--- src/rtl/sort_pkg.sv ---
// Shared types for the serial odd-even transposition sorter.
package sort_pkg;
    typedef enum logic [1:0] {
        LOAD = 2'd0,
        SORT = 2'd1,
        OUT  = 2'd2
    } state_t;

    localparam int SORT_ASC  = 0;
    localparam int SORT_DESC = 1;
endpackage

--- src/rtl/cmp_swap.sv ---
// Two-element compare-swap; lo lands on the lower index, hi on the upper.
module cmp_swap
    import sort_pkg::*;
#(
    parameter int DW   = 8,
    parameter int MODE = SORT_ASC
) (
    input  logic [DW-1:0] a,
    input  logic [DW-1:0] b,
    output logic [DW-1:0] lo,
    output logic [DW-1:0] hi
);
    logic swap;

    // Only strict disorder swaps, so equal elements keep their slots.
    assign swap = (MODE == SORT_ASC)  ? (a > b) :
                  (MODE == SORT_DESC) ? (a < b) : 1'b0;

    assign lo = swap ? b : a;
    assign hi = swap ? a : b;
endmodule

--- src/rtl/stream_sort.sv ---
// Streaming sorter: load NUM beats, run NUM odd-even transposition phases, drain in order.
module stream_sort
    import sort_pkg::*;
#(
    parameter int DW   = 8,
    parameter int NUM  = 8,
    parameter int MODE = SORT_ASC
) (
    input  logic          clk,
    input  logic          rst_n,
    input  logic          in_valid,
    output logic          in_ready,
    input  logic [DW-1:0] in_data,
    output logic          out_valid,
    input  logic          out_ready,
    output logic [DW-1:0] out_data,
    output logic          out_last,
    output logic          busy
);
    localparam int IW = $clog2(NUM);
    localparam int CW = IW + 1;
    localparam logic [CW-1:0] LAST = CW'(NUM - 1);
    localparam logic [CW-1:0] ONE  = CW'(1);

    state_t          state;
    logic [CW-1:0]   cnt;
    logic [CW-1:0]   cnt_inc;
    logic [DW-1:0]   mem [NUM];
    logic [NUM*DW-1:0] even_nxt;
    logic [NUM*DW-1:0] odd_nxt;

    assign cnt_inc = cnt + ONE;

    for (genvar k = 0; k < NUM / 2; k++) begin : g_even
        cmp_swap #(.DW(DW), .MODE(MODE)) u_cs (
            .a  (mem[2*k]),
            .b  (mem[2*k+1]),
            .lo (even_nxt[(2*k)*DW +: DW]),
            .hi (even_nxt[(2*k+1)*DW +: DW])
        );
    end

    for (genvar k = 0; k < NUM / 2 - 1; k++) begin : g_odd
        cmp_swap #(.DW(DW), .MODE(MODE)) u_cs (
            .a  (mem[2*k+1]),
            .b  (mem[2*k+2]),
            .lo (odd_nxt[(2*k+1)*DW +: DW]),
            .hi (odd_nxt[(2*k+2)*DW +: DW])
        );
    end

    // The end slots have no partner in odd phases.
    assign odd_nxt[0 +: DW]             = mem[0];
    assign odd_nxt[(NUM-1)*DW +: DW]    = mem[NUM-1];

    always_ff @(posedge clk or negedge rst_n) begin
        if (!rst_n) begin
            state     <= LOAD;
            cnt       <= '0;
            in_ready  <= 1'b1;
            out_valid <= 1'b0;
            out_last  <= 1'b0;
            out_data  <= '0;
            busy      <= 1'b0;
            for (int i = 0; i < NUM; i++) mem[i] <= '0;
        end else begin
            case (state)
                LOAD: begin
                    if (in_valid && in_ready) begin
                        mem[cnt[IW-1:0]] <= in_data;
                        if (cnt == LAST) begin
                            state    <= SORT;
                            cnt      <= '0;
                            in_ready <= 1'b0;
                            busy     <= 1'b1;
                        end else begin
                            cnt <= cnt_inc;
                        end
                    end
                end
                SORT: begin
                    for (int i = 0; i < NUM; i++)
                        mem[i] <= cnt[0] ? odd_nxt[i*DW +: DW] : even_nxt[i*DW +: DW];
                    if (cnt == LAST) begin
                        state <= OUT;
                        cnt   <= '0;
                    end else begin
                        cnt <= cnt_inc;
                    end
                end
                OUT: begin
                    // First OUT cycle only primes the output register from the final array.
                    if (!out_valid) begin
                        out_valid <= 1'b1;
                        out_data  <= mem[cnt[IW-1:0]];
                        out_last  <= (cnt == LAST);
                    end else if (out_ready) begin
                        if (out_last) begin
                            state     <= LOAD;
                            cnt       <= '0;
                            out_valid <= 1'b0;
                            out_last  <= 1'b0;
                            in_ready  <= 1'b1;
                            busy      <= 1'b0;
                        end else begin
                            cnt      <= cnt_inc;
                            out_data <= mem[cnt_inc[IW-1:0]];
                            out_last <= (cnt_inc == LAST);
                        end
                    end
                end
                default: state <= LOAD;
            endcase
        end
    end
endmodule

--- config.mk ---
export PLATFORM = sky130hd
export DESIGN_NAME = stream_sort
export DESIGN_NICKNAME = d
export VERILOG_FILES = /design/src/rtl/sort_pkg.sv /design/src/rtl/cmp_swap.sv /design/src/rtl/stream_sort.sv
export SDC_FILE = /design/constraint.sdc
export NUM_CORES = 1
export LEC_CHECK = 0
export BUFFER_PORTS_ARGS = -buffer_cell sky130_fd_sc_hd__buf_2
export CORE_ASPECT_RATIO = 0.6
export CORE_MARGIN = 2
export CORE_UTILIZATION = 55
export CTS_CLUSTER_DIAMETER = 30
export CTS_CLUSTER_SIZE = 12
export DETAILED_ROUTE_END_ITERATION = 12
export MAX_ROUTING_LAYER = met4
export PLACE_DENSITY_LB_ADDON = 0.05
export SYNTH_ARGS = -nofsm -noshare
export SYNTH_HDL_FRONTEND = slang
export SYNTH_SLANG_ARGS = --single-unit
--- constraint.sdc ---
create_clock -name clk -period 7.7 [get_ports clk]
set_input_delay 1.54 -clock clk [delete_from_list [all_inputs] [get_ports clk]]
set_output_delay 1.54 -clock clk [all_outputs]
set_load 0.02 [all_outputs]
**After elaboration in Yosys (flattened, before gate mapping)**

Cells that the tools add are included.

- $add $sub $neg: 1
- Order comparisons: 10
- Equal/unequal tests: 22
- Muxes and demuxes: 67
- Bitwise gates (word level): 2
- Reductions and logical operators: 19

Operators with widths:

| kind | count |
|---|---|
| two-way mux 8 bit | 30 |
| one-hot mux 64 bit (2 select lines) | 1 |
| bitwise mux 64 bit | 1 |
| two-way mux 64 bit | 1 |
| greater-than comparator 8 bit | 7 |
| binary-select mux 8 bit (select 3 bit) | 2 |
| AND reduction 4 bit | 9 |
| demux 8 bit (select 3 bit) | 1 |
| != test 3 x 2 -> 1 bit (second input constant) | 7 |
| two-way mux 4 bit | 5 |
| two-way mux 1 bit | 16 |
| != test 2 bit (second input constant) | 8 |
| two-way mux 2 bit | 6 |
| one-hot mux 4 bit (3 select lines) | 1 |
| AND reduction 6 bit | 2 |
| == test 4 x 3 -> 1 bit (second input constant) | 2 |
| >= comparator 4 bit (second input constant) | 2 |
| inverter 3 -> 4 bit | 2 |
| != test 2 x 1 -> 1 bit (second input constant) | 3 |
| one-hot mux 2 bit (3 select lines) | 1 |
| adder 4 x 1 -> 4 bit (second input constant) | 1 |
| < comparator 4 x 1 -> 1 bit (second input constant) | 1 |
| one-hot mux 1 bit (2 select lines) | 2 |
| nonzero test 2 bit | 2 |
| other kinds (7) | 8 |

- Flip-flop bits (word level): 82
- Bits of input ports: 12
- Output and inout bits: 12
- Word-level logic and storage cells: 136

**Depth between registers and ports, before layout**

Gate-level depths: netlist of the first run.

- Word-level depth: 8
- Mapped depth: 11
- Mapped depth without buffers: 8

**By module**

From an unflattened synthesis of the first run, not the netlist that was laid out.

- Cells, all modules: 836
- Area, all modules: 9054.9 µm²

Modules (own cells, without submodules):

| module | times used | cells an instance | area each (µm²) | seq. area each (µm²) |
|---|---|---|---|---|
| stream_sort | 1 | 528 | 5716.7 | 2053.2 |
| cmp_swap at g_even[0].u_cs ... | 6 | 44 | 476.7 | 0.0 |
| cmp_swap at g_even[3].u_cs | 1 | 44 | 478.0 | 0.0 |

**Least setup slack after synthesis of the first run**

OpenSTA, ideal clock, no wires.

- Kind: input port to flip-flop
- Start point: input in_valid
- End point: register mem[24] in the netlist's numbering
- Setup time: 0.125 ns
- Arrival: 2.927 ns
- Data required time: 7.575 ns
- Slack: 4.648 ns
- Stages: 7
- Path buffers: 1
- Path through: a21oi_1 nor2_2 buf_2 o31a_1 o41ai_4 nor3_4 mux2_2

- Word-level cells in the longest chain between the ends: 3

Ends and longest elaborated chain:

| item | RTL line | source |
|---|---|---|
| start: declaration | stream_sort.sv:11 | `input logic in_valid,` |
| logical AND 1 bit | stream_sort.sv:69 | `if (in_valid && in_ready) begin` |
| != test 2 bit (no source line) | -- |  |
| AND reduction 4 bit (no source line) | -- |  |
| end signal: indexed assignment | stream_sort.sv:70 | `mem[cnt[IW-1:0]] <= in_data;` |
| end signal: indexed assignment | stream_sort.sv:83 | `mem[i] <= cnt[0] ? odd_nxt[i*DW +: DW] : even_nxt[i*DW +: DW];` |
| end: declaration | stream_sort.sv:28 | `logic [DW-1:0] mem [NUM];` |

Every way passes these cells.
A chain may end at the register's enable or synchronous reset.

**Worst setup path in the final report of the first run**

- Start point: register cnt[0]
- End point: register out_data[1]

- Word-level cells in the longest chain between the ends: 8
- Elaborated cells between the ends (all ways): 12
- Classes of those cells: add/sub (1); mux (9); bitwise (2)

Ends and longest elaborated chain:

| item | RTL line | source |
|---|---|---|
| start: declaration | stream_sort.sv:26 | `logic [CW-1:0] cnt;` |
| start signal: assignment | stream_sort.sv:77 | `cnt <= cnt_inc;` |
| start signal: assignment | stream_sort.sv:88 | `cnt <= cnt_inc;` |
| start signal: assignment | stream_sort.sv:106 | `cnt <= cnt_inc;` |
| adder 4 x 1 -> 4 bit | stream_sort.sv:32 | `assign cnt_inc = cnt + ONE;` |
| inverter 3 -> 4 bit (not written as such) | stream_sort.sv:107 | `out_data <= mem[cnt_inc[IW-1:0]];` |
| binary-select mux 8 bit (select 3 bit) | stream_sort.sv:107 |  |
| two-way mux 8 bit (not written as such) (2 in a row) | stream_sort.sv:107 |  |
| two-way mux 8 bit | stream_sort.sv:98 | `if (out_last) begin` |
| two-way mux 8 bit | stream_sort.sv:97 | `end else if (out_ready) begin` |
| two-way mux 8 bit (*) | stream_sort.sv:93 | `if (!out_valid) begin` |
| end signal: assignment | stream_sort.sv:95 | `out_data <= mem[cnt[IW-1:0]];` |
| end signal: assignment | stream_sort.sv:107 |  |
| end: declaration | stream_sort.sv:16 | `output logic [DW-1:0] out_data,` |

Every way passes the cells marked *; elsewhere a longest branch is shown, timed or not. The select of a mux whose other input is x is not followed.

==> results of run 1 <==
==> critical path: stages (launching register included) <==
cell	delay, ns
dfrtp_4	0.91
inv_1	0.56
ha_1	1.06
mux4_2	0.61
mux2i_1	0.15
a221oi_1	0.11
a21o_1	0.21
==> cells by family (layout without fill, tap and decap cells) <==
| kind of cell | after synthesis | count (layout) | synth area share |
|---|---|---|---|
| mux | 122 | 122 | 0.228 |
| xor+xnor | 2 | 2 | 0.00362 |
| fa+ha+maj | 58 | 58 | 0.105 |
| other cells | 0 | 1 | 0 |
| simple gates | 140 | 140 | 0.106 |
| flops | 82 | 82 | 0.297 |
| compound gates | 205 | 205 | 0.200 |
| buf+inv | 106 | 107 | 0.0606 |
==> where the power goes <==
| group | total (mW) | leakage (nW) | switching [mW] | internal, mW |
|---|---|---|---|---|
| logic | 2.14 | 1.88 | 1.22 | 0.914 |
| clock network | 0.499 | 0.163 | 0.183 | 0.316 |
| registers | 1.07 | 1.08 | 0.470 | 0.601 |
==> through the flow <==
stage               cell area (sq um)  power [mW]
finish                           7450        3.71
global route                     7440        3.92
CTS                              7440        3.62
detailed placement               7110        3.11
global placement                 7110        3.05
floorplan                        6920        2.48
==> cell usage in the layout, fill, tap and decap left out, types with 2 or more instances in the layout <==
master,Yosys,routed
o22ai_1,26,26
nand2_1,46,46
mux2i_1,57,57
dfrtp_1,81,80
clkbuf_16,0,9
o22a_1,7,7
ha_1,58,58
buf_2,14,22
nor2b_1,10,9
o41ai_4,2,2
mux2_1,2,2
nor3_4,4,4
nor2_2,2,2
a21o_1,9,9
nor3_1,10,10
nand4_1,19,19
inv_1,63,63
mux4_2,24,24
nand3_1,6,6
a21oi_1,47,47
and3_1,4,4
a31oi_1,22,22
nor2_1,28,28
a22oi_1,18,18
a211oi_4,2,2
o211ai_1,16,16
mux2_2,38,38
a211o_1,3,3
bufinv_16,0,3
o21ai_0,33,33
a211oi_1,3,3
o31a_1,2,2
a221oi_1,8,8
buf_4,1,7
==> state kept, by name, summed over array words and instances (netlist names) <==
register   cells
out_data       8
busy           1
out_last       1
cnt            4
out_valid      1
in_ready       1
mem           64
state          2
==> path summary, 6_finish.rpt <==
path	slack [ns]	to
max	3.98	out_data[1]$_DFFE_PN0P_
min	0.48	out_data[0]$_DFFE_PN0P_
max reg2reg	3.98	out_data[1]$_DFFE_PN0P_
min reg2reg	0.48	out_data[0]$_DFFE_PN0P_
max in group asynchronous	5.49	mem[25]$_DFFE_PN0P_
min in group asynchronous	1.18	mem[61]$_DFFE_PN0P_
==> area by class of cell <==
class                           count  area (sq um)  area share
Clock buffer                       10           229      0.0307
Inverter                           63           236      0.0318
Multi-Input combinational cell    527          4450       0.597
Clock inverter                      5           104      0.0139
Sequential cell                    82          2060       0.276
Tap cell                          165           206      0.0277
Antenna cell                        1          2.50    0.000336
Timing Repair Buffer               29           163      0.0218
==> layer usage <==
layer  vias to the layer above  wire (um)  part of all wire  GRT usage
li1                       2705          -                 -          -
met1                      3098      10500              0.44      0.545
met2                       449       9180              0.39      0.473
met3                        59       3430              0.15      0.162
met4                         0        520             0.022     0.0865
met5                         -          0                 0          -
==> metrics.txt, run 1 <==
clk_skew=0.0147 ns; Setup Buffers After CTS=0; syn_area_per_cell=9.67 sq um; required time worst endpoint=7.93 ns; Starting DRT DRC Count=750; Port Buf Inserts=23; post_cts resized=0; outcome=finished clean; wire per inst=26.8 um; VDD IR max=0.240 mV; Skew-Pair Late Insertion Delay=0.35 ns; share of cells above drive strength 1=0.180; Layout area overhead=7.67%; syn nets=785; Leak=3.12 nW; most frequent cells after synthesis=dfrtp_1, inv_1, ha_1, mux2i_1, a21oi_1; Fin. Hold Viols=0; setup TNS=0 ns; fmax=0.269 GHz; vias per cell=7.16; global-route wire length before repair=36,700 um; Slew headroom=0.393; arrival time worst endpoint=3.95 ns; Top FF cell, synth=dfrtp_1; fin cells=882; GRT Total Usage=0.374; EDFF count, synth=0; synth warn=0; Routed WL=23,700 um; CP Max Fanout=47; CTS tree=done; Worst Setup Path Type=flop to flop; sequential cell area fraction in the yosys report=0.297; largest net degree at the start of global routing=55; setup ws final=3.98 ns; placed cells=866; Routed Antenna Nets=0; Clock Path Buffers=2; Yosys top cell area share=0.293; DRT Pass-1 Iters=6; worst slew pin tran=0.910 ns; worst hold path depth=1; Initial Utilization=0.568; top post-synthesis cells by area=dfrtp_1, ha_1, mux2i_1; Cell Area, Synth=0.00692 sq mm; via count=6,311; Num CTS Buffers=9; I/O pins=24; H-tree levels=3; clock-pin slew of the registers on the worst-case setup and hold paths=0.06 ns; final-layout fill cell count=1,065; post-detail-place hpwl=17,100 um; number of global-route vias before repair=5,965; root buffer cell=clkbuf_16; final setup vio count=0; CP startpoint=cnt[0]$_DFFE_PN0P_; final net count=782; Die Y-Extent=90.9 um; PwrDens=498 mW/mm^2; Die X=149 um; Post-synth ARST share=1.00; MaxCap Viol Count=0; #FFs+latches synth=82; Residual DRC=0; fin crit share=0.483; die area=0.0135 sq mm; FP Rows=31; R2R depth=6; grt ovf=0; FF-to-FF Start=cnt[0]$_DFFE_PN0P_; minimum hold slack=0.485 ns; initial antenna violation count=0; cell taking the most area after synthesis=dfrtp_1; crit path capture type=flop; worst hold path type=flop to flop; final slew viol count=0; unique cell type count in the Yosys netlist=55; cells after synthesis=715; RSZ-0062 raised after global routing=false; Layout Utilization=0.611; Setup WS pre-CTS=3.96 ns; Worst Min Path Start=out_data[0]$_DFFE_PN0P_; Core Footprint=0.0122 sq mm; hold_buf cts=0; fin crit period=3.72 ns; Setup crit start kind=flop; Placer Congestion=0.972; clk sinks=82; most frequent cell after synthesis=dfrtp_1
Note: power is estimated with default switching activity, not from simulation.
==> run 2, diff against run 1 <==
- clock period: 7.7 -> 3.25 ns (I/O delays scaled with it)
==> metrics.txt, run 2 (same netlist as run 1, synthesis figures left out) <==
fin crit period=2.68 ns; Routed Antenna Nets=0; Placer Congestion=0.924; initial antenna violation count=0; VDD IR max=1.04 mV; required time worst endpoint=3.47 ns; crit path capture type=flop; FP Rows=31; root buffer cell=clkbuf_16; die area=0.0135 sq mm; global-route wire length before repair=35,100 um; I/O pins=24; Reg area=0.00206 sq mm; placed cells=881; GRT Total Usage=0.350; Routed WL=22,100 um; Clock Path Buffers=2; arrival time worst endpoint=2.90 ns; Setup Buffers After CTS=0; MaxCap Viol Count=0; Core Footprint=0.0122 sq mm; clk_skew=0.00851 ns; CTS tree=done; max reg flops=64; share of cells above drive strength 1=0.199; final net count=797; hold_buf cts=0; Leak=3.19 nW; Initial Utilization=0.568; most frequent cells in the layout=dfrtp_1, inv_1, ha_1; final setup vio count=0; number of global-route vias before repair=6,027; cell internal pwr=4.35 mW; Fin. Hold Viols=0; worst hold path type=primary input to async pin; cell area after layout=0.00755 sq mm; DRT Pass-1 Iters=7; worst slew pin tran=0.822 ns; grt ovf=0; largest net degree at the start of global routing=52; Psw=4.47 mW; fin cells=897; logic gate share of total power=0.630; post-detail-place hpwl=16,100 um; Sequential Power Share=0.249; Starting DRT DRC Count=769; Placed Instance Area=0.00725 sq mm; setup TNS=0 ns; multi-input combinational cell area=0.00445 sq mm; clk sinks=82; RSZ-0062 raised after global routing=false; Port Buf Inserts=23; CP Max Fanout=16; fmax=0.374 GHz; Skew-Pair Late Insertion Delay=0.34 ns; vias per cell=6.86; R2R depth=6; Layout Utilization=0.620; most flop-heavy register=mem; Regs by FF count=mem (64), out_data (8), cnt (4); fin crit share=0.823; Num CTS Buffers=9; Die X=149 um; PwrDens=1170 mW/mm^2; Layout area overhead=9.23%; power share of the clock group=0.121; final-layout fill cell count=1,043; Power Total=8.82 mW; ANT cells=0; commonest non-fill, non-tap cell in the layout=dfrtp_1; Setup WS pre-CTS=0.671 ns; Setup crit start kind=flop; Residual DRC=0; H-tree levels=3; Slew headroom=0.451; sw frac=0.507; via count=6,154; clock-pin slew of the registers on the worst-case setup and hold paths=0.07 ns; Worst Setup Path Type=flop to flop; setup ws final=0.574 ns; final slew viol count=0; Die Y-Extent=90.9 um; wire per inst=24.6 um; post_cts resized=0; outcome=finished clean; minimum hold slack=0.250 ns
run 2: changes by cell type in the layout (fill, tap and decap cells not counted):
| cell | before | now |
|---|---|---|
| buf_12 | 0 | 2 |
| buf_4 | 7 | 20 |
| bufinv_16 | 3 | 1 |
| clkbuf_1 | 1 | 0 |
| clkbuf_8 | 0 | 1 |
| clkinv_2 | 1 | 2 |
| clkinv_4 | 1 | 3 |
| diode_2 | 1 | 0 |
run 2: worst max-delay path, cell delays in order, from the launching register on:
cell and delay (ns):
dfrtp_1 0.74, a21oi_1 0.25, nor2_2 0.30, o31a_2 0.23, o41ai_4 0.10, a211oi_4 0.53
mux2_2 0.40
run 2: layer usage:
layer | vias to the layer above | wire length [um] | global-route usage
li1 | 2735 | - | -
met1 | 2996 | 10300 | 0.536
met2 | 375 | 8710 | 0.444
met3 | 48 | 2530 | 0.0955
met4 | 0 | 506 | 0.102
met5 | - | 0 | -
run 2: power by group through the flow:
stage	clock network [mW]	logic [mW]	registers [mW]
floorplan	0	3.97	1.91
global placement	0	5.27	2.15
detailed placement	0	5.36	2.17
CTS	1.08	5.41	2.15
global route	1.13	5.99	2.25
finish	1.07	5.55	2.20
run 2: path summary, 6_finish.rpt:
check                                        start  slack, ns                       to
min                                          rst_n       0.25      mem[48]$_DFFE_PN0P_
min in group clk           out_data[3]$_DFFE_PN0P_       0.48  out_data[3]$_DFFE_PN0P_
max reg2reg                   state[0]$_DFFE_PN0P_       0.57      mem[13]$_DFFE_PN0P_
max                           state[0]$_DFFE_PN0P_       0.57      mem[13]$_DFFE_PN0P_
max in group asynchronous                    rst_n       2.34       mem[6]$_DFFE_PN0P_
min reg2reg                out_data[3]$_DFFE_PN0P_       0.48  out_data[3]$_DFFE_PN0P_
run 2: area by class of cell:
type	count	share of cell area
Multi-Input combinational cell	527	0.589
Sequential cell	82	0.272
Timing Repair Buffer	44	0.0397
Clock buffer	10	0.0316
Inverter	63	0.0313
Tap cell	165	0.0273
Clock inverter	6	0.00878
==> run 3, diff against run 2 <==
- clock period: 3.25 -> 2.2 ns (I/O delays scaled with it)
==> metrics.txt, run 3 (same netlist as run 1, synthesis figures left out) <==
PwrDens=1720 mW/mm^2; Worst Setup Path Type=flop to flop; global-route wire length before repair=36,300 um; final setup vio count=22; clock-pin slew of the registers on the worst-case setup and hold paths=0.07 ns; number of global-route vias before repair=6,477; I/O pins=24; Clock Path Buffers=2; initial antenna violation count=1; GRT Total Usage=0.362; max reg flops=64; wire per inst=23.1 um; Setup crit start kind=flop; Die X=149 um; fin crit share=1.04; setup ws final=-0.0923 ns; Routed Antenna Nets=0; CTS tree=done; worst slew pin tran=0.746 ns; commonest non-fill, non-tap cell in the layout=buf_4; die area=0.0135 sq mm; hold_buf cts=0; Layout area overhead=29.6%; clk_skew=0.00693 ns; placed cells=988; share of cells above drive strength 1=0.384; FP Rows=31; Fin. Hold Viols=0; CP Buf/Inv Count=2; fin crit period=2.29 ns; Top delay family on crit path=compound AO/OA/AOI/OAI gates; Residual DRC=0; Core Footprint=0.0122 sq mm; Routed WL=23,800 um; CP Cell Sequence=inv_2 -> ha_4 -> nor2b_2 -> o211ai_1 -> a21oi_2 -> o41ai_4 -> nor3_4 -> buf_6 -> mux2_2; fmax=0.436 GHz; arrival time worst endpoint=2.52 ns; final net count=930; H-tree levels=3; required time worst endpoint=2.43 ns; CP max stage cell=o41ai_4; Leak=3.93 nW; final slew viol count=0; via count=6,797; max incr delay on CP=0.44 ns; RSZ-0062 raised after global routing=true; largest net degree at the start of global routing=34; Num CTS Buffers=9; Placed Instance Area=0.00811 sq mm; R2R depth=9; worst hold path type=primary input to async pin; MaxCap Viol Count=0; most flop-heavy register=mem; most frequent cells in the layout=buf_4, dfrtp_1, mux2i_1; clk sinks=82; Die Y-Extent=90.9 um; Placer Congestion=0.938; vias per cell=6.59; Power Total=15.4 mW; Skew-Pair Late Insertion Delay=0.35 ns; root buffer cell=clkbuf_16; CP Max Fanout=4; outcome=finished, violations left; Starting DRT DRC Count=930; Regs by FF count=mem (64), out_data (8), cnt (4); DRT Pass-1 Iters=5; Slew headroom=0.501; fin cells=1,031; failing checks=setup timing; Initial Utilization=0.568; grt ovf=0; VDD IR max=0.952 mV; crit path capture type=flop; critical path depth=9; setup TNS=-1.18 ns; Port Buf Inserts=23; post-detail-place hpwl=17,600 um; cell area after layout=0.00896 sq mm
==> run 3: changes by cell type in the layout (fill, tap and decap cells not counted), moves of 4 or more <==
cell | before | now
dfrtp_1 | 80 | 74
ha_4 | 0 | 11
a21oi_2 | 0 | 4
a21oi_1 | 47 | 43
dfrtp_2 | 0 | 6
a221oi_2 | 0 | 5
buf_4 | 20 | 135
ha_1 | 58 | 46
inv_2 | 0 | 10
inv_1 | 63 | 52
a221oi_1 | 8 | 3
buf_6 | 0 | 14
mux2i_1 | 57 | 53
==> run 3: final timing paths <==
check | from | end | slack (ns)
worst max-delay path | mem[9]$_DFFE_PN0P_ | mem[23]$_DFFE_PN0P_ | -0.09
worst min-delay path | rst_n | mem[50]$_DFFE_PN0P_ | 0.01
worst max register to register | mem[9]$_DFFE_PN0P_ | mem[23]$_DFFE_PN0P_ | -0.09
worst min register to register | out_data[7]$_DFFE_PN0P_ | out_data[7]$_DFFE_PN0P_ | 0.48
max in group asynchronous | rst_n | in_ready$_DFFE_PN1P_ | 1.58
min in group clk | out_data[7]$_DFFE_PN0P_ | out_data[7]$_DFFE_PN0P_ | 0.48
==> run 3: final cells by class <==
type	instances	area [sq um]
Antenna cell	1	2.50
Clock buffer	10	229
Clock inverter	6	72.6
Fill cell	874	3220
Inverter	63	239
Multi-Input combinational cell	527	4740
Sequential cell	82	2060
Tap cell	165	206
Timing Repair Buffer	177	1410
==> run 3: layer usage <==
| layer | vias to the layer above | GRT usage | wire length (um) |
|---|---|---|---|
| li1 | 3000 | - | - |
| met1 | 3320 | 0.541 | 10700 |
| met2 | 418 | 0.493 | 9990 |
| met3 | 59 | 0.0838 | 2700 |
| met4 | 0 | 0.0865 | 470 |
| met5 | - | - | 0 |
==> run 3: worst reg2reg max path: cells and delay by family (launching register included) <==
family	cells	cell delay, ns
AO/OA/AOI/OAI	3	0.81
flip-flops	1	0.42
multiplexers	1	0.27
buffers and inverters	2	0.25
AND/OR/NAND/NOR	2	0.24
adder cells (fa/ha/maj)	1	0.20
==> run 3: report_power, final <==
group / total [mW] / switching, mW / internal, mW / leakage [nW]
clock: 1.58 / 0.683 / 0.895 / 0.144
sequential: 2.77 / 0.635 / 2.13 / 1.07
combinational: 11.1 / 6.00 / 5.10 / 2.71
total: 15.4 / 7.32 / 8.12 / 3.93
==> run 3: repair_timing <==
item	4_1_cts	5_1_grt
resized for setup	24	49
buffers inserted	4	25
cloned	0	1
setup endpoints to repair	58	68
pin swaps	12	30
==> run 3: through the flow <==
stage               hold slack, ns  setup WS (ns)  utilization
global placement             0.390        -0.0407        0.666
detailed placement           0.397        -0.0795        0.666
global route                0.0383         -0.150        0.736
floorplan                    0.144         -0.118            -
CTS                         0.0203        -0.0159        0.701
finish                      0.0145        -0.0923        0.736
